## src/rtl/serial_paralelo_rx_if.sv

```systemverilog
// Serial receive link bundle: raw serial line in, aligned byte stream and link status out.
// The slave modport is the deserializer side; master is the upstream driver / downstream consumer.
interface serial_paralelo_rx_if;
    logic       data_in;
    logic [7:0] data_out;
    logic       valid_out;
    logic       active;

    modport master (
        output data_in,
        input  data_out,
        input  valid_out,
        input  active
    );

    modport slave (
        input  data_in,
        output data_out,
        output valid_out,
        output active
    );
endinterface

```

## src/rtl/serial_paralelo_rx.sv

```systemverilog
// Bit-rate deserializer with COMMA bit-slip alignment and sync counting for phy_rx.
// Optional SYNC_LOSS_EN: drops sync after LOSS_COUNT consecutive stuck (00/FF) bytes.
module serial_paralelo_rx #(
    parameter logic [7:0] COMMA    = 8'hBC,
    parameter int         BC_COUNT = 4
`ifdef SYNC_LOSS_EN
    , parameter int       LOSS_COUNT = 4
`endif
) (
    input logic                  clk_32f,
    input logic                  reset_L,
    serial_paralelo_rx_if.slave  rx
);
    typedef enum logic [1:0] {SEARCH, ALIGN, ACTIVE} state_t;

    localparam logic [3:0] BC_TARGET = 4'(BC_COUNT);

    state_t     state, state_nx;
    logic [7:0] sr;
    logic [2:0] bit_cnt, bit_cnt_nx;
    logic [3:0] bc_cnt, bc_cnt_nx;
    logic [7:0] data_q, data_nx;
    logic       valid_q, valid_nx;
    logic       active_q, active_nx;
    logic       boundary;
    logic       is_comma;

    assign boundary = (state != SEARCH) && (bit_cnt == 3'd0);
    assign is_comma = (sr == COMMA);

`ifdef SYNC_LOSS_EN
    localparam logic [3:0] LOSS_TARGET = 4'(LOSS_COUNT);
    logic [3:0] loss_cnt, loss_nx;
    logic       stuck;
    assign stuck = (sr == 8'h00) || (sr == 8'hFF);
`endif

    always_comb begin
        state_nx   = state;
        bit_cnt_nx = bit_cnt + 3'd1;
        bc_cnt_nx  = bc_cnt;
        data_nx    = data_q;
        valid_nx   = 1'b0;
        active_nx  = active_q;
`ifdef SYNC_LOSS_EN
        loss_nx    = loss_cnt;
`endif
        case (state)
            SEARCH: begin
                // Matching here fixes the phase: bit_cnt returns to 0 exactly 8 cycles later.
                bit_cnt_nx = 3'd0;
                if (is_comma) begin
                    bit_cnt_nx = 3'd1;
                    bc_cnt_nx  = 4'd1;
                    state_nx   = ALIGN;
                end
            end
            ALIGN: begin
                if (boundary) begin
                    if (is_comma) begin
                        if (bc_cnt + 4'd1 == BC_TARGET) begin
                            state_nx  = ACTIVE;
                            active_nx = 1'b1;
                        end else begin
                            bc_cnt_nx = bc_cnt + 4'd1;
                        end
                    end else begin
                        state_nx   = SEARCH;
                        bc_cnt_nx  = 4'd0;
                        bit_cnt_nx = 3'd0;
                    end
                end
            end
            ACTIVE: begin
                if (boundary) begin
                    data_nx  = sr;
                    valid_nx = !is_comma;
`ifdef SYNC_LOSS_EN
                    if (stuck) begin
                        if (loss_cnt >= LOSS_TARGET - 4'd1) begin
                            data_nx    = data_q;
                            valid_nx   = 1'b0;
                            active_nx  = 1'b0;
                            state_nx   = SEARCH;
                            bc_cnt_nx  = 4'd0;
                            bit_cnt_nx = 3'd0;
                            loss_nx    = 4'd0;
                        end else if (loss_cnt != 4'hF) begin
                            loss_nx = loss_cnt + 4'd1;
                        end
                    end else begin
                        loss_nx = 4'd0;
                    end
`endif
                end
            end
            default: state_nx = SEARCH;
        endcase
    end

    always_ff @(posedge clk_32f or negedge reset_L) begin
        if (!reset_L) begin
            state    <= SEARCH;
            sr       <= 8'h00;
            bit_cnt  <= 3'd0;
            bc_cnt   <= 4'd0;
            data_q   <= 8'h00;
            valid_q  <= 1'b0;
            active_q <= 1'b0;
`ifdef SYNC_LOSS_EN
            loss_cnt <= 4'd0;
`endif
        end else begin
            state    <= state_nx;
            sr       <= {sr[6:0], rx.data_in};
            bit_cnt  <= bit_cnt_nx;
            bc_cnt   <= bc_cnt_nx;
            data_q   <= data_nx;
            valid_q  <= valid_nx;
            active_q <= active_nx;
`ifdef SYNC_LOSS_EN
            loss_cnt <= loss_nx;
`endif
        end
    end

    assign rx.data_out  = data_q;
    assign rx.valid_out = valid_q;
    assign rx.active    = active_q;
endmodule
```

## src/flat_wrapper.sv

```systemverilog
// flat-port wrapper written by rule: the top's interface ports become plain ports
module serial_paralelo_rx_flat 
#(
    parameter logic [7:0] COMMA    = 8'hBC,
    parameter int         BC_COUNT = 4

)
  (clk_32f, reset_L, rx_data_in, rx_data_out, rx_valid_out, rx_active);
  serial_paralelo_rx_if rx_i ();
  input logic clk_32f;
  input logic reset_L;
  input wire logic [$bits(rx_i.data_in)-1:0] rx_data_in;
  output wire logic [$bits(rx_i.data_out)-1:0] rx_data_out;
  output wire logic [$bits(rx_i.valid_out)-1:0] rx_valid_out;
  output wire logic [$bits(rx_i.active)-1:0] rx_active;
  assign rx_i.data_in = rx_data_in;
  assign rx_data_out = rx_i.data_out;
  assign rx_valid_out = rx_i.valid_out;
  assign rx_active = rx_i.active;
  serial_paralelo_rx #(.COMMA(COMMA), .BC_COUNT(BC_COUNT)) u_core (.clk_32f(clk_32f), .reset_L(reset_L), .rx(rx_i));
endmodule
```

## config.mk

```make
export PLATFORM = sky130hd
export DESIGN_NAME = serial_paralelo_rx_flat
export DESIGN_NICKNAME = d
export VERILOG_FILES = /design/src/rtl/serial_paralelo_rx_if.sv /design/src/rtl/serial_paralelo_rx.sv /design/src/flat_wrapper.sv
export SDC_FILE = /design/constraint.sdc
export NUM_CORES = 1
export LEC_CHECK = 0
export CORE_AREA = 3 3 53 55
export CTS_BUF_LIST = sky130_fd_sc_hd__clkbuf_8 sky130_fd_sc_hd__clkbuf_16
export DETAILED_ROUTE_END_ITERATION = 10
export DIE_AREA = 0 0 56 58
export PLACE_DENSITY = 0.71
export SYNTH_ARGS = -nofsm -noshare
export SYNTH_HDL_FRONTEND = slang
export SYNTH_SLANG_ARGS = --single-unit
```

## constraint.sdc

```tcl
create_clock -name clk_32f -period 2.75 [get_ports clk_32f]
set_clock_uncertainty 0.15 [all_clocks]
set_input_delay 0.275 -clock clk_32f [delete_from_list [all_inputs] [get_ports clk_32f]]
set_output_delay 0.275 -clock clk_32f [all_outputs]
set_load 0.01 [all_outputs]
```

==> metrics, run 1 <==
number of failing hold endpoints at the final stage=0; Pwr Total=649 uW; Worst Tran Pin Value=0.738 ns; Hold WC Path Type=input pin to async pin; CP arrival=2.15 ns; FF+latch count, synth=27; fin crit share=0.759; Hold Slack=0.224 ns; area delta synth->final=16.5%; Slew Viols, Final=0; syn avg cell area=11.8 um^2; Peak VDD IR=0.390 mV; die footprint=3250 um^2; H-tree Lvls=1; status=complete, no violations; Initial Utilization=0.493; Post-CTS Setup Inserts=0; Ports=13; Seq/Total Area, Yosys=0.563; TritonCTS clock tree=yes; Yosys Warn Count=0; max-cap viol count=0; initial antenna violation count=0; RR Endpoint=u_core.bc_cnt[0]$_DFFE_PN0P_; FF-to-FF setup slack=0.66 ns; Layout fillers=206; Routed WL=1.95 mm; Detailed Routing Iterations Pass 1=4; critical path required time=2.81 ns; routed vias=807; Core Region=2430 um^2; IO buf count=12; Clock Tree Root=clkbuf_8; total gr overflow=0; Post-Syn Instances=102; number of global-route vias before repair=878; CTS Sinks=27; synthesized net count=109; Die Ht=58 um; clock-pin slew on the worst setup and hold paths=0.08 ns; Critical Path Source Type=flip-flop; Worst-Skew Late Latency=0.26 ns; CP Class=flip-flop to flip-flop; gr usage total=0.144; layout cells sized above 1=0.138; cts hold-fix bufs=0; final setup vio count=0; first-pass GRT wire length=3.68 mm; clk buf depth=2; # resized after CTS=0; Sequential cell area=676 um^2; Peak Freq=479 MHz; Post-Syn Area=1200 um^2; first-iteration detailed-routing DRC count=13; WL/cell=13.3 um; Residual DRC=0; Antenna diodes=0; minimum clock period=2.09 ns; CTS Buf Count=3; placed wire-length estimate=1.41 mm; crit end category=flip-flop; Netlist cell types=36; cell row count=18; Fin Setup TNS=0 ns; global placer's final weighted congestion=0.826; Vias/cell=5.53; nets@finish=124; Slew headroom=0.504; footprint of the multi-input gates=499 um^2; RSZ-0062 raised after global routing=false; worst reg-to-reg path cell count=5; Worst Path Max Fanout=6; Reg-to-Reg Start=u_core.sr[6]$_DFF_PN0_; Power Density=464 nW/um^2; Die X=56 um; largest net degree at the start of global routing=28; leakage dissipation=0.646 nW; remaining antenna violation count=0
==> power by group <==
part           internal [mW]  total, mW  switching [mW]
Combinational        0.00803     0.0181          0.0101
Clock                  0.101      0.214           0.113
Sequential             0.406      0.416          0.0106
==> cells by family after synthesis <==
group                      after synthesis  share of synthesized area
buffers and inverters                    6                     0.0209
AOI/OAI and AO/OA                       14                     0.0886
xor gates and xnor gates                 3                     0.0219
and+or+nand+nor                         39                      0.180
adders and majority gates                4                     0.0417
DFF                                     27                      0.563
muxes                                    9                     0.0834
==> metrics by stage <==
step                      worst slack, ns  instances   util  instance area [um^2]
after global placement              0.740        142  0.556                  1350
after CTS                           0.666        146  0.575                  1400
after floorplan                     0.773        102      -                  1200
after global routing                0.554        146  0.575                  1400
after detailed placement            0.696        142  0.556                  1350
final                               0.662        146  0.575                  1400
==> area by class of cell <==
| cell class | count | share of cell area |
|---|---|---|
| clock inverter | 1 | 0.00358 |
| clock buffer | 3 | 0.0295 |
| sequential | 27 | 0.483 |
| multi-input combinational | 69 | 0.357 |
| inverter | 3 | 0.00806 |
| timing repair buffer | 13 | 0.0913 |
| tap | 30 | 0.0269 |
==> critical path: stages, from the launching register on <==
cell and delay [ns]:
dfrtp_1 0.40, nand4b_1 0.21, or4_1 0.53, or4_1 0.50
mux2i_1 0.14, a211o_2 0.12
==> synthesized netlist by cell type <==
cell type	number	area, um^2
and3_1	1	6.26
or4_1	2	15.0
inv_1	3	11.3
o211ai_1	1	7.51
a211o_2	1	10.0
nor2_1	6	22.5
nand4b_1	1	8.76
a32oi_1	1	8.76
a221oi_1	1	8.76
nand2_1	9	33.8
a311oi_1	1	8.76
clkbuf_1	1	3.75
nor3_1	2	10.0
nor2b_1	5	31.3
nor3b_1	2	15.0
nand4_1	1	6.26
xnor2_1	2	17.5
nand3_1	2	10.0
a32o_1	1	10.0
o32ai_1	1	8.76
a21oi_1	3	15.0
nand2b_1	4	25.0
o2bb2ai_1	1	8.76
o21ai_0	1	5.00
mux2_2	8	90.1
xor2_1	1	8.76
o21a_1	1	7.51
dfrtp_1	27	676
and2_1	1	6.26
nor4_2	1	12.5
nand3b_1	1	7.51
or2_2	1	6.26
mux2i_1	1	10.0
a21o_1	1	7.51
ha_1	4	50.1
buf_2	2	10.0
==> registers in the layout, summed over array words and instances, names as in the netlist <==
signal and count:
u_core.state 2, u_core.bit_cnt 3, u_core.rx.active 1, u_core.sr 8, u_core.rx.data_out 8, u_core.bc_cnt 4
u_core.rx.valid_out 1
==> routing by layer <==
metal	vias to the layer above	GRT usage	share of wire
met5	-	0	0
met4	0	0.0644	0.019
met3	4	0.0267	0.051
met2	25	0.249	0.47
met1	389	0.177	0.45
li1	389	-	-
==> how the worst max path moves through the flow <==
stage	startpoint	endpoint	slack [ns]
final	u_core.sr[6]$_DFF_PN0_	u_core.bc_cnt[0]$_DFFE_PN0P_	0.66
after global routing	u_core.sr[6]$_DFF_PN0_	u_core.bc_cnt[0]$_DFFE_PN0P_	0.55
after CTS	u_core.sr[6]$_DFF_PN0_	u_core.bc_cnt[0]$_DFFE_PN0P_	0.67
after detailed placement	u_core.sr[6]$_DFF_PN0_	u_core.bc_cnt[0]$_DFFE_PN0P_	0.70
after global placement	u_core.sr[6]$_DFF_PN0_	u_core.bc_cnt[0]$_DFFE_PN0P_	0.74
after floorplan	u_core.sr[6]$_DFF_PN0_	u_core.bc_cnt[0]$_DFFE_PN0P_	0.77
==> cell usage in the layout (no fill, tap or decap), types with 2 or more instances in the layout <==
cell / netlist / layout
clkbuf_8: 0 / 3
dfrtp_1: 27 / 27
nand2b_1: 4 / 4
xnor2_1: 2 / 2
inv_1: 3 / 3
clkdlybuf4s50_1: 0 / 12
or4_1: 2 / 2
mux2_2: 8 / 8
a21oi_1: 3 / 3
nand3_1: 2 / 2
nand2_1: 9 / 9
ha_1: 4 / 4
nor3_1: 2 / 2
nor3b_1: 2 / 2
nor2_1: 6 / 6
nor2b_1: 5 / 5
Power figures use the tool's default switching activity.
==> run 2: changes to the inputs <==
CORE_AREA = 3 3 54 56   (was 3 3 53 55)
DIE_AREA = 0 0 57 59   (was 0 0 56 58)
clock period = 1.9 ns   (was 2.75 ns; I/O delays follow)
==> metrics, run 2 (synthesis results as in run 1) <==
status=finished, violations left; failing checks=negative setup slack; placed wire-length estimate=1.60 mm (+14%); fin area=1490 um^2 (+6.9%); Worst-Skew Late Latency=0.27 ns (about the same); leakage dissipation=0.707 nW (+9.4%); number of global-route vias before repair=905 (+3.1%); Slowest Stage Delay on Critical Path=0.47 ns (-0.06 ns); CTS Sinks=27 (unchanged); Critical Path Source Type=flip-flop; routed vias=872 (+8.1%); setup ws final=-0.0432 ns (-0.705 ns); area delta synth->final=24.5%; CTS Buf Count=3 (unchanged); Detailed Routing Iterations Pass 1=4 (unchanged); Max stage delay cell, worst path=or4_1; cell row count=18 (unchanged); CP Class=flip-flop to flip-flop; clk buf depth=2 (unchanged); number of failing hold endpoints at the final stage=0 (unchanged); RSZ-0062 raised after global routing=true; Routed WL=2.25 mm (+16%); WL/cell=14.2 um (+6.8%); Die X=57 um (+1.8%); Peak VDD IR=0.501 mV (+29%); critical path required time=1.96 ns (-0.85 ns); crit end category=flip-flop; commonest non-fill, non-tap cell in the layout=dfrtp_1; most frequent cells in the layout=dfrtp_1 (27), buf_4 (13), clkdlybuf4s50_1 (12); Worst Tran Pin Value=0.331 ns (-0.406 ns); Ports=13 (unchanged); Fin Setup TNS=-0.0432 ns (-0.0432 ns); IO buf count=12 (unchanged); Slew headroom=0.779 (+0.275); final setup vio count=1 (+1); Slew Viols, Final=0 (unchanged); FF-to-FF setup slack=-0.04 ns (-0.71 ns); Residual DRC=0 (unchanged); first-pass GRT wire length=3.96 mm (+7.7%); CP arrival=2.00 ns (-0.15 ns); TritonCTS clock tree=yes; nets@finish=136 (+9.7%); Die Ht=59 um (+1.7%); cts hold-fix bufs=0 (unchanged); H-tree Lvls=1 (unchanged); Hold WC Path Type=input pin to async pin; die footprint=3360 um^2 (+3.5%); clock-pin slew on the worst setup and hold paths=0.08 ns (about the same); total gr overflow=0 (unchanged); Initial Utilization=0.484 (-0.00897); remaining antenna violation count=0 (unchanged); Antenna diodes=0 (unchanged); RR Endpoint=u_core.bc_cnt[0]$_DFFE_PN0P_; Worst Path Max Fanout=2 (-4); dpl ws=-0.0321 ns (-0.728 ns); initial antenna violation count=0 (unchanged); Reg-to-Reg Start=u_core.sr[6]$_DFF_PN0_; first-iteration detailed-routing DRC count=16 (+3); global placer's final weighted congestion=0.776 (-6.1%); worst reg-to-reg path cell count=5 (unchanged); Peak Freq=515 MHz (+7.4%); Power Density=634 nW/um^2 (+37%); Critical path buffers and inverters=0 (unchanged); Clock Tree Root=clkbuf_8; gr usage total=0.148 (+0.00431); Vias/cell=5.52 (-0.15%); Post-DP Area=1430 um^2 (+5.6%); Core Region=2480 um^2 (+1.9%); max-cap viol count=0 (unchanged); layout cells sized above 1=0.234 (+0.0964); largest net degree at the start of global routing=28 (unchanged); fin crit share=1.02 (+0.264); crit-path cells=nand4b_1, or4_4, or4_1, mux2i_1, a211o_2; Crit path max-delay family=simple AND/OR/NAND/NOR gates; minimum clock period=1.94 ns (-0.145 ns)
-- run 2: cell types whose count changed in the layout (fill, tap and decap cells not counted) --
cell / change
buf_4: +12
or4_4: +1
or4_1: -1
nor2_1: -1
nor2_2: +1
-- run 2: final cells by class --
| type | count | area [um^2] |
|---|---|---|
| Multi-Input combinational cell | 69 | 505 |
| Clock inverter | 1 | 5.00 |
| Timing Repair Buffer | 25 | 218 |
| Clock buffer | 3 | 41.3 |
| Inverter | 3 | 11.3 |
| Sequential cell | 27 | 676 |
| Fill cell | 215 | 983 |
| Tap cell | 30 | 37.5 |
-- run 2: worst max-delay path by stage --
stage	start	to	cells past startpoint
after floorplan	u_core.sr[6]$_DFF_PN0_	u_core.bc_cnt[0]$_DFFE_PN0P_	6
after global routing	u_core.sr[6]$_DFF_PN0_	u_core.bc_cnt[0]$_DFFE_PN0P_	5
after global placement	u_core.sr[6]$_DFF_PN0_	u_core.bc_cnt[0]$_DFFE_PN0P_	5
after detailed placement	u_core.sr[6]$_DFF_PN0_	u_core.bc_cnt[0]$_DFFE_PN0P_	5
final	u_core.sr[6]$_DFF_PN0_	u_core.bc_cnt[0]$_DFFE_PN0P_	5
after CTS	u_core.sr[6]$_DFF_PN0_	u_core.bc_cnt[0]$_DFFE_PN0P_	5
-- run 2: what timing repair did --
item                       CTS  global route
buffers inserted             1             1
setup endpoints to repair    1             6
gates resized for setup      0             2
-- run 2: metrics by stage --
step / hold slack, ns / util / instances / power (mW)
after floorplan: -0.256 / - / 102 / 0.619
after global placement: 0.219 / 0.576 / 152 / 0.644
after detailed placement: 0.233 / 0.576 / 152 / 0.647
after CTS: 0.150 / 0.597 / 157 / 0.964
after global routing: 0.165 / 0.603 / 158 / 0.989
final: 0.144 / 0.603 / 158 / 0.947
-- run 2: power breakdown --
| part | leakage, nW | switching [mW] | internal (mW) | total, mW |
|---|---|---|---|---|
| clock | 0.0255 | 0.163 | 0.147 | 0.309 |
| sequential | 0.358 | 0.0144 | 0.587 | 0.601 |
| combinational | 0.324 | 0.0188 | 0.0179 | 0.0367 |
| total | 0.707 | 0.196 | 0.751 | 0.947 |
-- run 2: worst reg2reg max path, cell delays in order (launching register included) --
cell and delay, ns:
dfrtp_1 0.38, nand4b_1 0.20, or4_4 0.43, or4_1 0.47, mux2i_1 0.14, a211o_2 0.12
-- run 2: metal layers --
layer	wire, um	global-route usage
met5	0	0
met4	27	0.0563
met3	65	0.0305
met2	1100	0.253
met1	1060	0.187
==> run 3: changes to the inputs <==
CTS_CLUSTER_DIAMETER = 60   (was default)
CTS_CLUSTER_SIZE = 16   (was default)
==> results of run 3 <==
Same layout as run 2: the final DEF is identical, and so are final timing and power.
